==> config.mk <==
export PLATFORM = sky130hd
export DESIGN_NAME = arith_result_buffer
export DESIGN_NICKNAME = d
export VERILOG_FILES = /design/src/rtl/arith_result_buffer.sv
export SDC_FILE = /design/constraint.sdc
export NUM_CORES = 1
export LEC_CHECK = 0
export ABC_CLOCK_PERIOD_IN_PS = 2000
export CORE_MARGIN = 2
export CORE_UTILIZATION = 50
export DETAILED_ROUTE_END_ITERATION = 6
export DONT_BUFFER_PORTS = 1
export GPL_ROUTABILITY_DRIVEN = 1
export GPL_TIMING_DRIVEN = 0
export MAX_ROUTING_LAYER = met4
export PLACE_DENSITY = 0.69
export SYNTH_ARGS = -nofsm -noshare
export SYNTH_HDL_FRONTEND = slang
export SYNTH_SLANG_ARGS = --single-unit
==> constraint.sdc <==
create_clock -name clk -period 2 [get_ports clk]
set_input_delay 0.3 -clock clk [delete_from_list [all_inputs] [get_ports clk]]
set_output_delay 0.3 -clock clk [all_outputs]
set_load 0.05 [all_outputs]
==> src/rtl/arith_result_buffer.sv <==
// rtl/arith_result_buffer.sv - capture FIFO for the registered adder/multiplier results
// Credit-based op_ready, one-cycle in-flight tracking, drop counting.
module arith_result_buffer #(
  parameter int DEPTH = 4,
  parameter int CW    = 3
) (
  input  logic          clk,
  input  logic          rst,
  input  logic          op_valid,
  output logic          op_ready,
  input  logic [4:0]    sum_in,
  input  logic [7:0]    prod_in,
  output logic          out_valid,
  input  logic          out_ready,
  output logic [12:0]   out_data,
  output logic [CW-1:0] count,
  output logic [7:0]    drop_cnt,
  output logic          drop_flag
);

  localparam int AW = CW - 1;

  logic [12:0]   mem [DEPTH];
  logic [AW-1:0] wr_ptr;
  logic [AW-1:0] rd_ptr;
  logic          pending;
  logic          push;
  logic          pop;
  logic          accept;
  logic          drop;

  // The in-flight result holds a slot, so credit is counted against stored plus pending.
  assign op_ready  = (count + CW'(pending)) < CW'(DEPTH);
  assign out_valid = (count != '0);
  assign out_data  = mem[rd_ptr];

  assign accept = op_valid && op_ready;
  assign drop   = op_valid && !op_ready;
  assign push   = pending;
  assign pop    = out_valid && out_ready;

  always_ff @(posedge clk) begin
    if (rst) begin
      wr_ptr    <= '0;
      rd_ptr    <= '0;
      count     <= '0;
      pending   <= 1'b0;
      drop_cnt  <= '0;
      drop_flag <= 1'b0;
      for (int i = 0; i < DEPTH; i++) begin
        mem[i] <= '0;
      end
    end else begin
      pending <= accept;
      if (push) begin
        mem[wr_ptr] <= {prod_in, sum_in};
        wr_ptr      <= wr_ptr + AW'(1);
      end
      if (pop) begin
        rd_ptr <= rd_ptr + AW'(1);
      end
      if (push && !pop) begin
        count <= count + CW'(1);
      end else if (pop && !push) begin
        count <= count - CW'(1);
      end
      if (drop) begin
        drop_flag <= 1'b1;
        if (drop_cnt != 8'hFF) begin
          drop_cnt <= drop_cnt + 8'd1;
        end
      end
    end
  end

endmodule

# --- After elaboration in Yosys (flattened, before gate mapping) ---
# Memories as Yosys holds them, arrays and structs flattened. A register that Yosys moved wholly into a read port is not among the register bits.
# Cells that the tools add are included.
word_totals:
  elab_cells: 39
  ram_bits: 52
  memories: 1
  romBits: 0
  ff_bits: 17
  latchBits: 0
op_classes:
  div: 0
  mul: 0
  n_reduce_logical: 12
  n_eq_ne: 1
  n_shift: 0
  magnitude_cmp: 1
  muxes: 12
  n_addsub: 6
  bitwise_logic: 0
mem_list:
  columns: ["memory", "depth", "width", "rd", "rd_clocked_by_memory_dff", "wr", "line", "rtl"]
  rows:
  - ["mem", 4, 13, 1, 1, 4, "23", "logic [12:0] mem [DEPTH];"]
ops:
  columns: ["op", "n"]
  rows:
  - ["2-to-1 mux 13 bit", 1]
  - ["OR reduction 13 bit", 1]
  - ["adder 8 x 1 -> 8 bit (second input constant)", 1]
  - ["!= test 8 bit (second input constant)", 1]
  - ["2-to-1 mux 1 bit", 6]
  - ["2-to-1 mux 2 bit", 3]
  - ["2-to-1 mux 3 bit", 2]
  - ["logical AND 1 bit", 5]
  - ["adder 2 x 1 -> 2 bit (second input constant)", 2]
  - ["adder 3 x 1 -> 3 bit", 1]
  - ["adder 3 x 1 -> 3 bit (second input constant)", 1]
  - ["logical NOT 1 bit", 3]
  - ["< comparator 3 bit (second input constant)", 1]
  - ["nonzero test 3 bit", 1]
  - ["subtractor 3 x 1 -> 3 bit (second input constant)", 1]
  - ["AND reduction 2 bit", 1]
  - ["nonzero test 2 bit", 1]

# --- Depth between registers and ports, before layout ---
depth:
  word_depth: 5
  ltp_mapped: 8
  mapped_depth_nobuf: 8

# --- Worst setup path before layout ---
# No wires, ideal clock.
synth_path:
  path_kind: "reg2reg"
  from: "register count[2]"
  to: "register count[2]"
  slack_ns: -0.607
  setup_ns: 0.070
  period_less_slack_ns: 2.607
  stages_incl_launch_ff: 9
  path_buffers: 0
  required_time_ns: 1.930
  arrival_time_ns: 2.536
  path_cell_list: "dfxtp_1 > or3_1 > nand2_1 > ha_1 > inv_1 > fa_1 > xor2_1 > or3_1 > a21oi_1"
synth_between:
  elab_chain_cells: 5
  elab_cells_between_ends: 10
synth_rtl:
  columns: ["item", "line", "rtl"]
  rows:
  - ["from (decl)", "16", "output logic [CW-1:0] count,"]
  - ["from (signal assigned)", "63", "count <= count + CW'(1);"]
  - ["from (signal assigned)", "65", "count <= count - CW'(1);"]
  - ["nonzero test 3 bit (*)", "34", "assign out_valid = (count != '0);"]
  - ["named net out_valid", "13", "output logic out_valid,"]
  - ["logical AND 1 bit (*)", "40", "assign pop = out_valid && out_ready;"]
  - ["logical NOT 1 bit", "62", "if (push && !pop) begin"]
  - ["logical AND 1 bit", "62", null]
  - ["2-to-1 mux 3 bit or nonzero test 2 bit (tied branches)", null, null]
# The timed path passes the listed nets; every way through them passes the cells marked *. The select of a mux whose other input is x is not followed.
# A chain may end at the register's enable or synchronous reset.

# --- Final worst setup path ---
layout_path:
  from: "register count[1]"
  to: "register count[2]"
# Same word-level chain as after synthesis.

==> results.json <==
{
  "ys.flop_type": "edfxtp_1",
  "dpl_cell_area_sq_um": 3260,
  "seq_power_share_pct": 46.9,
  "synth_common_cells": "edfxtp_1 (52), nor2_1 (43), dfxtp_1 (19), nand2_1 (19), inv_1 (16)",
  "max_freq_ghz": 0.460,
  "tightest_slew_ns": 0.795,
  "clkSlewWorstSetupHoldPaths_ns": 0.07,
  "drive_gt1_share_pct": 22.2,
  "worstPathRequired_ns": 2.26,
  "slew_viol_final": 0,
  "outcome": "finished with violations",
  "drt_wl_total_um": 5620,
  "grt.met1_usage_pct": 20.8,
  "yosysSeqAreaShare_pct": 62.1,
  "slew_headroom_pct": 46.9,
  "layout_setup_ws_ns": -0.172,
  "avgViaCountPerCell": 5.35,
  "syn_nets": 263,
  "final_area_sq_um": 3490,
  "syn-instance-count": 243,
  "design.die.area_sq_um": 6900,
  "min_to": "pending",
  "ir_drop_uv": 922,
  "reg2reg_depth": 8,
  "synth.avg_cell_area_sq_um": 12.9,
  "cap_violations": 0,
  "cts_tree": "done",
  "fin_crit_sh_pct": 109,
  "violations": "negative setup slack",
  "synth_edf_count": 52,
  "crit_fanout": 5,
  "yosysTopAreaCell": "edfxtp_1",
  "routed-via-count": 1799,
  "power_density_nw_per_um2": 1200,
  "cts_root_buf": "clkbuf_8",
  "antennaDiodeCount": 0,
  "synth_area_leaders": "edfxtp_1 (50%), dfxtp_1 (12%), mux4_2 (9.4%)",
  "drt_iter0_markers": 85,
  "clockPowerShare_pct": 25.9,
  "hold_depth": 1,
  "synth_warnings": 0,
  "ant_nets": 0,
  "p_comb_share_pct": 27.2,
  "swShare_pct": 35.9,
  "clock-sinks": 71,
  "grt_busiest_layer": "met2",
  "cp.arrival_ns": 2.43,
  "num_rows": 28,
  "area_growth_pct": 11.7,
  "grt_max_degree": 14,
  "grt_pass1_wl_um": 9160,
  "crit_path_end_kind": "flip-flop",
  "first_pass_iters": 4,
  "setup_viol": 1,
  "port_buffers": 0,
  "die_x_um": 83.1,
  "grt_use_met3_pct": 5.96,
  "nets": 276,
  "yosysUniqueCellTypes": 41,
  "post-route-min-period_ns": 2.17,
  "yosysMostFrequentCell": "edfxtp_1",
  "synth_seq_cells": 71,
  "cts-buffers-inserted": 9,
  "async_flop_share_pct": 0,
  "die_h_um": 83.1,
  "worstReg2RegStart": "count[1]",
  "initial_core_util_pct": 52.2,
  "antenna_found_initial": 0,
  "gp_congestion": 0.767,
  "clock_latency_ns": 0.34,
  "hp-class": "in -> reg",
  "netlist_area_sq_um": 3130,
  "cts_max_level": 3,
  "p_leak_uw": 0.00133,
  "grt_usage_pct": 18.1,
  "clock_skew_ns": 0.0114,
  "power.switching_uw": 1510,
  "cp-start-kind": "flip-flop",
  "path_class": "reg -> reg",
  "rsz0062_at_grt": "true",
  "dpl.hpwl_um": 3760,
  "num-fill-cells": 497,
  "core_sq_um": 5990,
  "post-route-drc-count": 0,
  "holdWs_ns": 0.124,
  "cts_buffer_depth": 2,
  "grt_overflow": 0,
  "yosys.area.top_type_share_pct": 49.9,
  "hold_start": "op_valid",
  "internal_power_uw": 2700,
  "reg2reg_setup_slack_ns": -0.17,
  "r2r_end": "count[2]",
  "grt_pass1_vias": 1896,
  "grt_util_met2_pct": 29.4,
  "routedWlPerCell_um": 16.7,
  "final-hold-violation-count": 0,
  "io_pins": 44
}
## power by group through the flow
stage	Clock [uW]	Combinational [uW]	Sequential, uW
finish	1090	1140	1970
global route	1180	1210	2000
CTS	1120	1150	1970
detailed placement	0	1120	2000
global placement	0	1110	1990
floorplan	0	1000	1960
## critical path, stage by stage (launching register included)
cell     delay [ns]
dfxtp_4        0.42
or3_4          0.51
nand2_4        0.11
ha_4           0.13
inv_2          0.03
fa_2           0.32
xor2_1         0.15
or3_1          0.30
a21oi_1        0.12
## sequential cells by signal, summed over array words and instances (netlist names), named ones only
register	cells
mem	52
drop_cnt	8
count	3
rd_ptr	2
wr_ptr	2
drop_flag	1
pending	1
## cells in the final DEF, fill, tap and decap left out, drive strengths merged, types with 2 or more instances in the layout
cell     n
xor2     5
nor2b    4
mux2i    3
o21ai    2
nor2    43
inv     16
edfxtp  52
and2    15
clkbuf  16
or3      2
buf      6
clkinv   5
a311oi   2
dfxtp   19
and3     2
nand2   19
a21oi    4
nand2b   6
mux2     3
ha       2
o21bai   2
mux4    13
nand3    5
xnor2    2
## per-stage QoR
stage / worst slack [ns] / TNS, ns / cells / total power, uW / utilization [%]
2_1_floorplan: -0.118 / -0.118 / 243 / 2970 / -
3_3_place_gp: -0.172 / -2.70 / 318 / 3100 / 54.4
3_5_place_dp: -0.184 / -4.15 / 318 / 3120 / 54.4
4_1_cts: -0.178 / -0.178 / 336 / 4240 / 58.1
5_1_grt: -0.242 / -0.242 / 336 / 4400 / 58.3
6_report: -0.172 / -0.172 / 336 / 4200 / 58.3
## cell families (layout without fill, tap and decap cells)
family / after synthesis / count (layout) / share of synthesized area (%)
buf+inv: 27 / 45 / 3.64
xor+xnor: 7 / 7 / 1.96
mux: 19 / 19 / 11.8
compound gates: 14 / 14 / 3.04
simple gates: 102 / 102 / 16.0
fa+ha+maj: 3 / 3 / 1.44
flops: 71 / 71 / 62.1
## layout make-up
cell class                      instances  area (sq um)  share of cell area (%)
Sequential cell                        71          1960                    56.1
Multi-Input combinational cell        145          1110                    31.9
Clock buffer                            9           124                    3.55
Tap cell                               75          93.8                    2.69
Clock inverter                          7          63.8                    1.83
Buffer                                 11          63.8                    1.83
Inverter                               16          60.1                    1.72
Timing Repair Buffer                    2          15.0                   0.430
## routing by layer
| layer | wire length, um | vias up |
|---|---|---|
| met3 | 403 | 8 |
| met2 | 2840 | 50 |
| met5 | 0 | - |
| met4 | 87 | 0 |
| met1 | 2290 | 849 |
| li1 | - | 892 |
## worst max path at each step
stage | slack [ns] | startpoint | depth (start not counted) | end
detailed placement | -0.18 | count[1] | 8 | count[2]
finish | -0.17 | count[1] | 8 | count[2]
global route | -0.24 | count[1] | 8 | count[2]
floorplan | -0.12 | count[1] | 8 | count[2]
CTS | -0.18 | count[1] | 8 | count[2]
global placement | -0.17 | count[1] | 8 | count[2]
## what timing repair did
| action | in CTS | in global routing |
|---|---|---|
| hold buffers | 0 | 0 |
| cloned | 0 | 0 |
| setup endpoints to repair | 39 | 14 |
| resized for setup | 9 | 5 |
| buffers inserted | 2 | 0 |
No activity file was read; power rests on OpenSTA's default activity.
